`config.mk`:
```
export PLATFORM = sky130hd
export DESIGN_NAME = alu_arbiter_flat
export DESIGN_NICKNAME = d
export VERILOG_FILES = /design/src/rtl/alu_arbiter_if.sv /design/src/rtl/alu_arbiter.sv /design/src/flat_wrapper.sv
export SDC_FILE = /design/constraint.sdc
export NUM_CORES = 1
export LEC_CHECK = 0
export CORE_MARGIN = 4
export CORE_UTILIZATION = 40
export CTS_CLUSTER_SIZE = 10
export DETAILED_ROUTE_END_ITERATION = 7
export GPL_TIMING_DRIVEN = 1
export PLACE_DENSITY_LB_ADDON = 0.3
export SYNTH_ARGS = -nofsm -noshare
export SYNTH_HDL_FRONTEND = slang
export SYNTH_SLANG_ARGS = --single-unit
export TNS_END_PERCENT = 20
```
`constraint.sdc`:
```
create_clock -name clk -period 2.4 [get_ports clk]
set_clock_uncertainty 0.1 [all_clocks]
set_input_delay 0.48 -clock clk [delete_from_list [all_inputs] [get_ports clk]]
set_output_delay 0.48 -clock clk [all_outputs]
set_load 0.05 [all_outputs]
```
`src/rtl/alu_arbiter_if.sv`:
```
`default_nettype none
//==============================================================================
// alu_arbiter_if: requester, response and ALU-drive bundle for alu_arbiter
// Revision: 1.0
//==============================================================================
interface alu_arbiter_if #(
   parameter int WIDTH = 16,
   parameter int OPW   = 8
);
   logic             req0_valid;
   logic             req0_ready;
   logic [WIDTH-1:0] req0_a;
   logic [WIDTH-1:0] req0_b;
   logic [OPW-1:0]   req0_op;
   logic             req0_cf;

   logic             req1_valid;
   logic             req1_ready;
   logic [WIDTH-1:0] req1_a;
   logic [WIDTH-1:0] req1_b;
   logic [OPW-1:0]   req1_op;
   logic             req1_cf;

   logic             rsp0_valid;
   logic             rsp0_ready;
   logic [WIDTH-1:0] rsp0_acc;
   logic [WIDTH-1:0] rsp0_c;
   logic             rsp0_cf;
   logic             rsp0_zf;
   logic             rsp0_of;
   logic             rsp0_err;

   logic             rsp1_valid;
   logic             rsp1_ready;
   logic [WIDTH-1:0] rsp1_acc;
   logic [WIDTH-1:0] rsp1_c;
   logic             rsp1_cf;
   logic             rsp1_zf;
   logic             rsp1_of;
   logic             rsp1_err;

   logic [WIDTH-1:0] alu_a;
   logic [WIDTH-1:0] alu_b;
   logic [OPW-1:0]   alu_op;
   logic             alu_cf;
   logic [WIDTH-1:0] alu_acc;
   logic [WIDTH-1:0] alu_c;
   logic             alu_c_flag;
   logic             alu_z_flag;
   logic             alu_o_flag;

   // Arbiter side
   modport slave (
      input  req0_valid, req0_a, req0_b, req0_op, req0_cf,
      output req0_ready,
      input  req1_valid, req1_a, req1_b, req1_op, req1_cf,
      output req1_ready,
      input  rsp0_ready,
      output rsp0_valid, rsp0_acc, rsp0_c, rsp0_cf, rsp0_zf, rsp0_of, rsp0_err,
      input  rsp1_ready,
      output rsp1_valid, rsp1_acc, rsp1_c, rsp1_cf, rsp1_zf, rsp1_of, rsp1_err,
      output alu_a, alu_b, alu_op, alu_cf,
      input  alu_acc, alu_c, alu_c_flag, alu_z_flag, alu_o_flag
   );

   // Requester and ALU side
   modport master (
      output req0_valid, req0_a, req0_b, req0_op, req0_cf,
      input  req0_ready,
      output req1_valid, req1_a, req1_b, req1_op, req1_cf,
      input  req1_ready,
      output rsp0_ready,
      input  rsp0_valid, rsp0_acc, rsp0_c, rsp0_cf, rsp0_zf, rsp0_of, rsp0_err,
      output rsp1_ready,
      input  rsp1_valid, rsp1_acc, rsp1_c, rsp1_cf, rsp1_zf, rsp1_of, rsp1_err,
      input  alu_a, alu_b, alu_op, alu_cf,
      output alu_acc, alu_c, alu_c_flag, alu_z_flag, alu_o_flag
   );
endinterface
`default_nettype wire

```
`src/rtl/alu_arbiter.sv`:
```
`default_nettype none
//==============================================================================
// alu_arbiter: round-robin sharing of one registered ALU between two requesters
// Revision: 1.0
//==============================================================================
module alu_arbiter #(
   parameter int WIDTH    = 16,
   parameter int OPW      = 8,
   parameter int LAT      = 1,
   parameter int LAT_LONG = 1
) (
   input wire           clk,
   input wire           reset,
   alu_arbiter_if.slave bus
);
   localparam int CNT_MAX = (LAT > LAT_LONG) ? LAT : LAT_LONG;
   localparam int CW      = $clog2(CNT_MAX + 1);

   localparam logic [CW-1:0]  CNT_LAT   = CW'(LAT);
   localparam logic [CW-1:0]  CNT_LONG  = CW'(LAT_LONG);
   localparam logic [OPW-1:0] OP_FIRST  = OPW'(8'h01);
   localparam logic [OPW-1:0] OP_LAST   = OPW'(8'h11);
   localparam logic [OPW-1:0] OP_MUL8   = OPW'(8'h05);
   localparam logic [OPW-1:0] OP_DIV6   = OPW'(8'h08);

   typedef enum logic [1:0] {
      IDLE = 2'd0,
      WAIT = 2'd1,
      DONE = 2'd2
   } state_t;

   state_t state;
   state_t state_nx;

   logic                  last_grant;
   logic                  gsel;
   logic [CW-1:0]         counter;

   logic [1:0]            req_valid;
   logic [1:0]            rsp_ready;
   logic                  grant_idx;
   logic                  accept;
   logic [WIDTH-1:0]      sel_a;
   logic [WIDTH-1:0]      sel_b;
   logic [OPW-1:0]        sel_op;
   logic                  sel_cf;
   logic                  op_legal;
   logic                  op_long;

   logic [WIDTH-1:0]      drv_a;
   logic [WIDTH-1:0]      drv_b;
   logic [OPW-1:0]        drv_op;
   logic                  drv_cf;

   logic [1:0]            rsp_valid;
   logic [1:0]            rsp_err;
   logic [1:0]            rsp_cf;
   logic [1:0]            rsp_zf;
   logic [1:0]            rsp_of;
   logic [1:0][WIDTH-1:0] rsp_acc;
   logic [1:0][WIDTH-1:0] rsp_c;

   // Arbitration: a lone requester wins outright, a tie goes to the port
   // that did not win last time.
   always_comb begin
      req_valid = {bus.req1_valid, bus.req0_valid};
      rsp_ready = {bus.rsp1_ready, bus.rsp0_ready};
      grant_idx = (req_valid == 2'b11) ? ~last_grant : req_valid[1];
      accept    = (state == IDLE) && (req_valid != 2'b00);
      sel_a     = grant_idx ? bus.req1_a  : bus.req0_a;
      sel_b     = grant_idx ? bus.req1_b  : bus.req0_b;
      sel_op    = grant_idx ? bus.req1_op : bus.req0_op;
      sel_cf    = grant_idx ? bus.req1_cf : bus.req0_cf;
      op_legal  = (sel_op >= OP_FIRST) && (sel_op <= OP_LAST);
      op_long   = (sel_op >= OP_MUL8) && (sel_op <= OP_DIV6);
   end

   always_comb begin
      state_nx = state;
      case (state)
         IDLE: begin
            if (accept) begin
               state_nx = op_legal ? WAIT : DONE;
            end
         end
         WAIT: begin
            if (counter == '0) begin
               state_nx = DONE;
            end
         end
         DONE: begin
            if (rsp_ready[gsel]) begin
               state_nx = IDLE;
            end
         end
         default: state_nx = IDLE;
      endcase
   end

   always_ff @(posedge clk or negedge reset) begin
      if (!reset) begin
         state <= IDLE;
      end else begin
         state <= state_nx;
      end
   end

   always_ff @(posedge clk or negedge reset) begin
      if (!reset) begin
         last_grant <= 1'b1;
         gsel       <= 1'b0;
         counter    <= '0;
         drv_a      <= '0;
         drv_b      <= '0;
         drv_op     <= '0;
         drv_cf     <= 1'b0;
         rsp_valid  <= '0;
         rsp_err    <= '0;
         rsp_cf     <= '0;
         rsp_zf     <= '0;
         rsp_of     <= '0;
         rsp_acc    <= '0;
         rsp_c      <= '0;
      end else begin
         case (state)
            IDLE: begin
               if (accept) begin
                  gsel       <= grant_idx;
                  last_grant <= grant_idx;
                  if (op_legal) begin
                     drv_a   <= sel_a;
                     drv_b   <= sel_b;
                     drv_op  <= sel_op;
                     drv_cf  <= sel_cf;
                     counter <= op_long ? CNT_LONG : CNT_LAT;
                  end else begin
                     // Illegal op never reaches the ALU; answer with a zeroed error response.
                     rsp_acc[grant_idx]   <= '0;
                     rsp_c[grant_idx]     <= '0;
                     rsp_cf[grant_idx]    <= 1'b0;
                     rsp_zf[grant_idx]    <= 1'b0;
                     rsp_of[grant_idx]    <= 1'b0;
                     rsp_err[grant_idx]   <= 1'b1;
                     rsp_valid[grant_idx] <= 1'b1;
                  end
               end
            end
            WAIT: begin
               if (counter == '0) begin
                  rsp_acc[gsel]   <= bus.alu_acc;
                  rsp_c[gsel]     <= bus.alu_c;
                  rsp_cf[gsel]    <= bus.alu_c_flag;
                  rsp_zf[gsel]    <= bus.alu_z_flag;
                  rsp_of[gsel]    <= bus.alu_o_flag;
                  rsp_err[gsel]   <= 1'b0;
                  rsp_valid[gsel] <= 1'b1;
                  drv_op          <= '0;
               end else begin
                  counter <= counter - CW'(1);
               end
            end
            DONE: begin
               if (rsp_ready[gsel]) begin
                  rsp_valid[gsel] <= 1'b0;
               end
            end
            default: ;
         endcase
      end
   end

   assign bus.req0_ready = accept & ~grant_idx;
   assign bus.req1_ready = accept &  grant_idx;

   assign bus.alu_a  = drv_a;
   assign bus.alu_b  = drv_b;
   assign bus.alu_op = drv_op;
   assign bus.alu_cf = drv_cf;

   assign bus.rsp0_valid = rsp_valid[0];
   assign bus.rsp0_err   = rsp_err[0];
   assign bus.rsp0_cf    = rsp_cf[0];
   assign bus.rsp0_zf    = rsp_zf[0];
   assign bus.rsp0_of    = rsp_of[0];
   assign bus.rsp0_acc   = rsp_acc[0];
   assign bus.rsp0_c     = rsp_c[0];

   assign bus.rsp1_valid = rsp_valid[1];
   assign bus.rsp1_err   = rsp_err[1];
   assign bus.rsp1_cf    = rsp_cf[1];
   assign bus.rsp1_zf    = rsp_zf[1];
   assign bus.rsp1_of    = rsp_of[1];
   assign bus.rsp1_acc   = rsp_acc[1];
   assign bus.rsp1_c     = rsp_c[1];
endmodule
`default_nettype wire

```
`src/flat_wrapper.sv`:
```
// flat-port wrapper written by rule: the top's interface ports become plain ports
module alu_arbiter_flat 
#(
   parameter int WIDTH    = 16,
   parameter int OPW      = 8,
   parameter int LAT      = 1,
   parameter int LAT_LONG = 1
)
  (clk, reset, bus_req0_valid, bus_req0_a, bus_req0_b, bus_req0_op, bus_req0_cf, bus_req0_ready, bus_req1_valid, bus_req1_a, bus_req1_b, bus_req1_op, bus_req1_cf, bus_req1_ready, bus_rsp0_ready, bus_rsp0_valid, bus_rsp0_acc, bus_rsp0_c, bus_rsp0_cf, bus_rsp0_zf, bus_rsp0_of, bus_rsp0_err, bus_rsp1_ready, bus_rsp1_valid, bus_rsp1_acc, bus_rsp1_c, bus_rsp1_cf, bus_rsp1_zf, bus_rsp1_of, bus_rsp1_err, bus_alu_a, bus_alu_b, bus_alu_op, bus_alu_cf, bus_alu_acc, bus_alu_c, bus_alu_c_flag, bus_alu_z_flag, bus_alu_o_flag);
  alu_arbiter_if #(.WIDTH(WIDTH), .OPW(OPW)) bus_i ();
  input wire clk;
  input wire reset;
  input wire logic [$bits(bus_i.req0_valid)-1:0] bus_req0_valid;
  input wire logic [$bits(bus_i.req0_a)-1:0] bus_req0_a;
  input wire logic [$bits(bus_i.req0_b)-1:0] bus_req0_b;
  input wire logic [$bits(bus_i.req0_op)-1:0] bus_req0_op;
  input wire logic [$bits(bus_i.req0_cf)-1:0] bus_req0_cf;
  output wire logic [$bits(bus_i.req0_ready)-1:0] bus_req0_ready;
  input wire logic [$bits(bus_i.req1_valid)-1:0] bus_req1_valid;
  input wire logic [$bits(bus_i.req1_a)-1:0] bus_req1_a;
  input wire logic [$bits(bus_i.req1_b)-1:0] bus_req1_b;
  input wire logic [$bits(bus_i.req1_op)-1:0] bus_req1_op;
  input wire logic [$bits(bus_i.req1_cf)-1:0] bus_req1_cf;
  output wire logic [$bits(bus_i.req1_ready)-1:0] bus_req1_ready;
  input wire logic [$bits(bus_i.rsp0_ready)-1:0] bus_rsp0_ready;
  output wire logic [$bits(bus_i.rsp0_valid)-1:0] bus_rsp0_valid;
  output wire logic [$bits(bus_i.rsp0_acc)-1:0] bus_rsp0_acc;
  output wire logic [$bits(bus_i.rsp0_c)-1:0] bus_rsp0_c;
  output wire logic [$bits(bus_i.rsp0_cf)-1:0] bus_rsp0_cf;
  output wire logic [$bits(bus_i.rsp0_zf)-1:0] bus_rsp0_zf;
  output wire logic [$bits(bus_i.rsp0_of)-1:0] bus_rsp0_of;
  output wire logic [$bits(bus_i.rsp0_err)-1:0] bus_rsp0_err;
  input wire logic [$bits(bus_i.rsp1_ready)-1:0] bus_rsp1_ready;
  output wire logic [$bits(bus_i.rsp1_valid)-1:0] bus_rsp1_valid;
  output wire logic [$bits(bus_i.rsp1_acc)-1:0] bus_rsp1_acc;
  output wire logic [$bits(bus_i.rsp1_c)-1:0] bus_rsp1_c;
  output wire logic [$bits(bus_i.rsp1_cf)-1:0] bus_rsp1_cf;
  output wire logic [$bits(bus_i.rsp1_zf)-1:0] bus_rsp1_zf;
  output wire logic [$bits(bus_i.rsp1_of)-1:0] bus_rsp1_of;
  output wire logic [$bits(bus_i.rsp1_err)-1:0] bus_rsp1_err;
  output wire logic [$bits(bus_i.alu_a)-1:0] bus_alu_a;
  output wire logic [$bits(bus_i.alu_b)-1:0] bus_alu_b;
  output wire logic [$bits(bus_i.alu_op)-1:0] bus_alu_op;
  output wire logic [$bits(bus_i.alu_cf)-1:0] bus_alu_cf;
  input wire logic [$bits(bus_i.alu_acc)-1:0] bus_alu_acc;
  input wire logic [$bits(bus_i.alu_c)-1:0] bus_alu_c;
  input wire logic [$bits(bus_i.alu_c_flag)-1:0] bus_alu_c_flag;
  input wire logic [$bits(bus_i.alu_z_flag)-1:0] bus_alu_z_flag;
  input wire logic [$bits(bus_i.alu_o_flag)-1:0] bus_alu_o_flag;
  assign bus_i.req0_valid = bus_req0_valid;
  assign bus_i.req0_a = bus_req0_a;
  assign bus_i.req0_b = bus_req0_b;
  assign bus_i.req0_op = bus_req0_op;
  assign bus_i.req0_cf = bus_req0_cf;
  assign bus_req0_ready = bus_i.req0_ready;
  assign bus_i.req1_valid = bus_req1_valid;
  assign bus_i.req1_a = bus_req1_a;
  assign bus_i.req1_b = bus_req1_b;
  assign bus_i.req1_op = bus_req1_op;
  assign bus_i.req1_cf = bus_req1_cf;
  assign bus_req1_ready = bus_i.req1_ready;
  assign bus_i.rsp0_ready = bus_rsp0_ready;
  assign bus_rsp0_valid = bus_i.rsp0_valid;
  assign bus_rsp0_acc = bus_i.rsp0_acc;
  assign bus_rsp0_c = bus_i.rsp0_c;
  assign bus_rsp0_cf = bus_i.rsp0_cf;
  assign bus_rsp0_zf = bus_i.rsp0_zf;
  assign bus_rsp0_of = bus_i.rsp0_of;
  assign bus_rsp0_err = bus_i.rsp0_err;
  assign bus_i.rsp1_ready = bus_rsp1_ready;
  assign bus_rsp1_valid = bus_i.rsp1_valid;
  assign bus_rsp1_acc = bus_i.rsp1_acc;
  assign bus_rsp1_c = bus_i.rsp1_c;
  assign bus_rsp1_cf = bus_i.rsp1_cf;
  assign bus_rsp1_zf = bus_i.rsp1_zf;
  assign bus_rsp1_of = bus_i.rsp1_of;
  assign bus_rsp1_err = bus_i.rsp1_err;
  assign bus_alu_a = bus_i.alu_a;
  assign bus_alu_b = bus_i.alu_b;
  assign bus_alu_op = bus_i.alu_op;
  assign bus_alu_cf = bus_i.alu_cf;
  assign bus_i.alu_acc = bus_alu_acc;
  assign bus_i.alu_c = bus_alu_c;
  assign bus_i.alu_c_flag = bus_alu_c_flag;
  assign bus_i.alu_z_flag = bus_alu_z_flag;
  assign bus_i.alu_o_flag = bus_alu_o_flag;
  alu_arbiter #(.WIDTH(WIDTH), .OPW(OPW), .LAT(LAT), .LAT_LONG(LAT_LONG)) u_core (.clk(clk), .reset(reset), .bus(bus_i));
endmodule
```
==> metrics, run 1 <==
outcome=finished, final reports clean; critical path, cell by cell=clkdlybuf4s50_1, or3_1, a211o_1, a221o_2, o21ai_4, buf_12, a22o_1; upper clock frequency limit=422 MHz; register area share after synthesis=61.8%; slew margin rel.=between 60 and 70%; Synth Flop Type=dfrtp_1; Final Setup Violations=0; gate count after technology mapping=just under 400; share of layout cells above drive strength 1=10.4%; vias=4352; number of global-route vias before repair=4674; fin. max-slew vios=0; clock root cell=clkbuf_16; Arrival @ worst endpoint=2.60 ns; number of cells on the critical path=7; HPWL after detailed placement=11400 um; routed vias/inst=5.41; Hold Crit Class=reg -> reg; CP delay by family, top=compound AO/OA/AOI/OAI gates; Mean Syn Cell Area=12.5 um2; Cells on Worst Hold Path=1; total CTS buffers=17; Leak=0.00367 uW; residual DRC count=0; die area=~14000 um2; Net Count, Synth=513; Synth area leaders=dfrtp_1 61%, a22o_1 13%, mux2i_1 9.1%; Worst-Skew Late Latency=~0.40 ns; CTS sink count=120; Worst Path Required=2.64 ns; CP Capture Type=flop; utilization after layout=68.5%; Die Y=roughly 120 um; startpoint types=input pin; final hold vios=0; Core Area=around 12000 um2; Crit path buffers/inverters=2; initial core utilization=40.7%; Congestion Overflow GR=0; Die Wd=118 um; Tcrit/Tclk final=98.6%; Netlist cell types=30; crit path max fanout=35; fraction of registers with async set/reset=100%; antenna cells=0; slowest stage delay, CP=0.44 ns; register bit count reported by yosys=120; largest net degree at the start of global routing=59; I/O Buffers=239; drt wl/cell=19.4 um; First-pass DRT Iterations=4; Synth Cell Area=4860 um2; first-pass GRT wire length=about 25000 um; min Tclk post-route=2.37 ns; critical path type=in -> reg; hold slack final=a little under 0.4 ns; NumNets Final=767; Area Growth Syn to Fin=68.4%; initial DRC count=447; Slew @ Worst Pin=0.597 ns; final wirelength=15600 um; post-synth top area cell=dfrtp_1; RSZ-0062 raised after global routing=true; Reg2Reg Depth=6; Detail Route Antenna Nets=0; clk buf depth=2; CTS tree=yes; Total Routing Usage GR=around 23%; Synth top area share=61.2%; Post-synth EDFFs=0; initial antenna violation count=0; Cell Pwr Density=between 1000 and 1500 nW/um2; Worst R2R Setup Slack=0.30 ns; Ys Warns=0; routability cong.=0.786; CTS clk-pin slew, worst paths=0.05 ns; H-tree depth=4; # rows=40; IO Count=240; total of max-cap violations=0; slowest stage cell, crit path=a221o_2; Max IR drop VDD=approximately 0.00068 V
-- metrics by stage --
step / total power [uW] / setup slack, ns / cells / setup TNS (ns) / cell area [um2]
floorplan: 4820 / 0.00774 / 390 / 0 / 4870
global placement: 6220 / -0.438 / 769 / -47.21 / 7550
detailed placement: 6270 / -0.546 / 769 / -54.78 / 7550
CTS: 8840 / -0.0407 / 803 / -0.0407 / 8170
global route: 9190 / -0.00610 / 804 / -0.00628 / 8190
finish: 8780 / 0.0331 / 804 / 0 / 8190
-- registers in the layout, indices dropped and copies added, names as in the netlist --
register	flops
u_core.bus.rsp0_acc	16
u_core.bus.rsp0_c	16
u_core.rsp_cf	2
u_core.bus.rsp1_acc	16
u_core.bus.alu_cf	1
u_core.bus.alu_a	16
u_core.last_grant	1
u_core.rsp_err	2
u_core.counter	1
u_core.state	2
u_core.bus.alu_op	8
u_core.gsel	1
u_core.bus.alu_b	16
u_core.rsp_valid	2
u_core.rsp_zf	2
u_core.rsp_of	2
u_core.bus.rsp1_c	16
-- final cells by class --
cell class	instances	area, um2
fillers	886	3770
flip-flops and latches	120	3000
clock buffers	23	468
inverters	2	7.51
repair buffers	266	2670
multi-input cells	237	1740
well taps	147	184
clock inverters	9	123
-- layer usage --
metal / part of all wire (%) / vias up / track usage, %
li1: - / 1968 / -
met1: 40 / 2146 / 26.8
met2: 49 / 216 / 36.6
met3: 9.2 / 22 / 9.81
met4: 1.7 / 0 / 7.69
met5: 0 / - / 0
-- cell families (layout without fill, tap and decap cells) --
group	count (synthesis)	in the layout	synth area share, %
compound gates	155	155	22.3
buf+inv	33	300	3.14
flops	120	120	61.8
mux	44	44	9.05
simple gates	38	38	3.76
-- placed cells by master (no fill, tap or decap), types with 3 or more instances in the layout --
cell             instances
clkdlybuf4s50_1        234
dfrtp_1                119
a22o_1                  70
o21ai_0                 62
mux2i_1                 44
buf_4                   19
clkbuf_16               17
nand2_1                 11
o21ai_1                  7
nor2_1                   6
clkinv_2                 5
buf_12                   5
and3_1                   4
clkbuf_1                 4
o31ai_1                  3
nor3_1                   3
nand3_1                  3
a21oi_1                  3
bufinv_16                3
buf_6                    3
-- Yosys cell counts (2+ instances only) --
| library cell | instances |
|---|---|
| a21o_1 | 2 |
| a21oi_1 | 3 |
| a22o_1 | 70 |
| and3_1 | 4 |
| buf_2 | 5 |
| buf_6 | 3 |
| clkbuf_1 | 22 |
| dfrtp_1 | 119 |
| inv_1 | 2 |
| mux2i_1 | 44 |
| nand2_1 | 11 |
| nand2b_1 | 3 |
| nand3_1 | 3 |
| nor2_1 | 8 |
| nor3_1 | 3 |
| o21ai_0 | 70 |
| o31ai_1 | 3 |
| or3_1 | 3 |
-- worst paths after layout --
check	startpoint	to
max in group asynchronous	reset	u_core.bus.rsp0_acc[3]
min reg2reg	u_core.bus.rsp0_c[8]	u_core.bus.rsp0_c[8]
min in group asynchronous	reset	u_core.bus.rsp0_c[6]
min	u_core.bus.rsp0_c[8]	u_core.bus.rsp0_c[8]
max	bus_req0_op[7]	u_core.bus.rsp0_acc[15]
max reg2reg	u_core.last_grant	u_core.bus.rsp0_acc[15]
-- what timing repair did --
item,in CTS,in global routing
gates resized for setup,6,13
setup endpoints to repair,112,44
endpoints found under the hold margin,19,0
cloned,0,1
pin swaps,1,1
setup buffers,1,0
hold buffers,1,0
-- power by group --
part	internal (uW)	switching, uW	leakage, uW
clock network	1680	846	0.000291
logic	1270	2270	0.00179
registers	2450	272	0.00159
Note: power is estimated with default switching activity, not from simulation.
==> run 2: changes to the inputs <==
- ABC_AREA: unset -> 0
- CORE_UTILIZATION: 40 -> 44
- clock period: 2.4 -> 3 ns (I/O delays scaled with it)
==> run 2 against run 1 <==
Wire length is 2.3% lower. Hold slack worse by 0.39 ns. Sequential cell count unchanged. Sequential power shrank 20%. Cell area decreased by 0.89%. Cell count down 2.1%. Critical path depth fell by 2. Core utilization increased by 6.4 points. Sequential share of layout area increased by 0.33 points. Critical endpoint is now bus_req1_ready. Largest cell class unchanged. Via count down 0.74%. Total power down 19%. Clock power shrank 16%. Highest routed layer unchanged.
==> metrics, run 2 (synthesis results as in run 1) <==
outcome=finished, final reports clean; Reg2Reg Depth=7; routed vias/inst=5.49; I/O Buffers=between 200 and 250; vias=4320; Die Y=between 100 and 150 um; Leak=0.00362 uW; number of global-route vias before repair=4590; drt wl/cell=19.3 um; Crit path buffers/inverters=3; Power Total=7080 uW; final hold vios=0; IO Count=240; hold slack final=0.00568 ns; final wirelength=about 15000 um; First-pass DRT Iterations=4; Worst-Skew Late Latency=0.51 ns; CTS tree=yes; antenna cells=0; Total Routing Usage GR=24.0%; Detail Route Antenna Nets=0; crit path max fanout=7; slowest stage delay, CP=0.57 ns; share of layout cells above drive strength 1=8.81%; CP delay by family, top=buffers and inverters; initial DRC count=315; Congestion Overflow GR=0; total CTS buffers=17; CTS sink count=120; Arrival @ worst endpoint=2.15 ns; initial core utilization=~45%; Final Setup Violations=0; Die Wd=113 um; Max IR drop VDD=0.000556 V; HPWL after detailed placement=10900 um; upper clock frequency limit=350 MHz; total of max-cap violations=0; initial antenna violation count=0; Cell Area, Placed=7500 um2; Cell Pwr Density=873 nW/um2; reg2reg end=u_core.bus.alu_b[6]; critical path, cell by cell=clkdlybuf4s50_1, a21boi_4, buf_4, and2_1, buf_12; NumNets Final=757; FF-to-FF Start=u_core.last_grant; Area Growth Syn to Fin=66.9%; die area=between 10000 and 15000 um2; slowest stage cell, crit path=clkdlybuf4s50_1; Slew @ Worst Pin=0.695 ns; postcts setup bufs=0; largest net degree at the start of global routing=56; critical path type=in -> out; most frequent cells in the layout=236 x clkdlybuf4s50_1, 119 x dfrtp_1, 70 x a22o_1; Worst R2R Setup Slack=0.70 ns; Core Area=10800 um2; RSZ-0062 raised after global routing=false; clock root cell=clkbuf_8; CTS clk-pin slew, worst paths=0.06 ns; Final TNS setup=0 ns; Hold Crit Class=in -> async; min Tclk post-route=2.85 ns; residual DRC count=0; Tcrit/Tclk final=between 90% and 100%; CP Capture Type=output port; Post-CTS Hold Buffers=0; H-tree depth=4; commonest non-fill, non-tap cell in the layout=clkdlybuf4s50_1; startpoint types=input pin; routability cong.=0.823; Design Area, Final=8120 um2; # rows=38; first-pass GRT wire length=roughly 24000 um; post-cts sizing count=0; clk buf depth=2; fin. max-slew vios=0; Worst Path Required=2.30 ns; slew margin rel.=53.6%
-- run 2: worst max path at each step --
| stage | from | to | slack [ns] | cells after the start |
|---|---|---|---|---|
| final | bus_req1_valid | bus_req1_ready | 0.15 | 5 |
| after global routing | bus_req1_valid | bus_req1_ready | 0.06 | 5 |
| after CTS | bus_req1_valid | bus_req1_ready | 0.15 | 5 |
| after detailed placement | bus_req0_op[3] | u_core.bus.alu_b[13] | -0.15 | 8 |
| after global placement | bus_req0_op[3] | u_core.bus.alu_cf | -0.04 | 8 |
| after floorplan | bus_req1_valid | bus_req1_ready | 0.29 | 4 |
-- run 2: final cells by class --
cell class | count | area, um2
Fill cell | 720 | 2720
Clock buffer | 20 | 445
Timing Repair Buffer | 256 | 2590
Clock inverter | 12 | 174
Tap cell | 140 | 175
Multi-Input combinational cell | 237 | 1730
Inverter | 2 | 7.51
Sequential cell | 120 | 3000
-- run 2: layer usage --
| metal | GRT usage [%] | wire [um] | up-vias |
|---|---|---|---|
| met5 | 0 | 0 | - |
| met4 | 7.05 | 204 | 0 |
| met1 | 29.0 | 5970 | 2113 |
| met2 | 39.7 | 7530 | 236 |
| li1 | - | - | 1954 |
| met3 | 9.79 | 1510 | 17 |
-- run 2: report_power, final --
group,switching [uW],internal [uW]
Sequential,221,1960
Clock,724,1390
Combinational,1810,981
Total,2760,4330
-- run 2: per-stage QoR --
step	cells	setup slack [ns]	utilization, %
2_1_floorplan	390	0.294	-
3_3_place_gp	755	-0.0354	69.2
3_5_place_dp	755	-0.154	69.2
4_1_cts	787	0.147	74.9
5_1_grt	787	0.0614	74.9
6_report	787	0.145	74.9
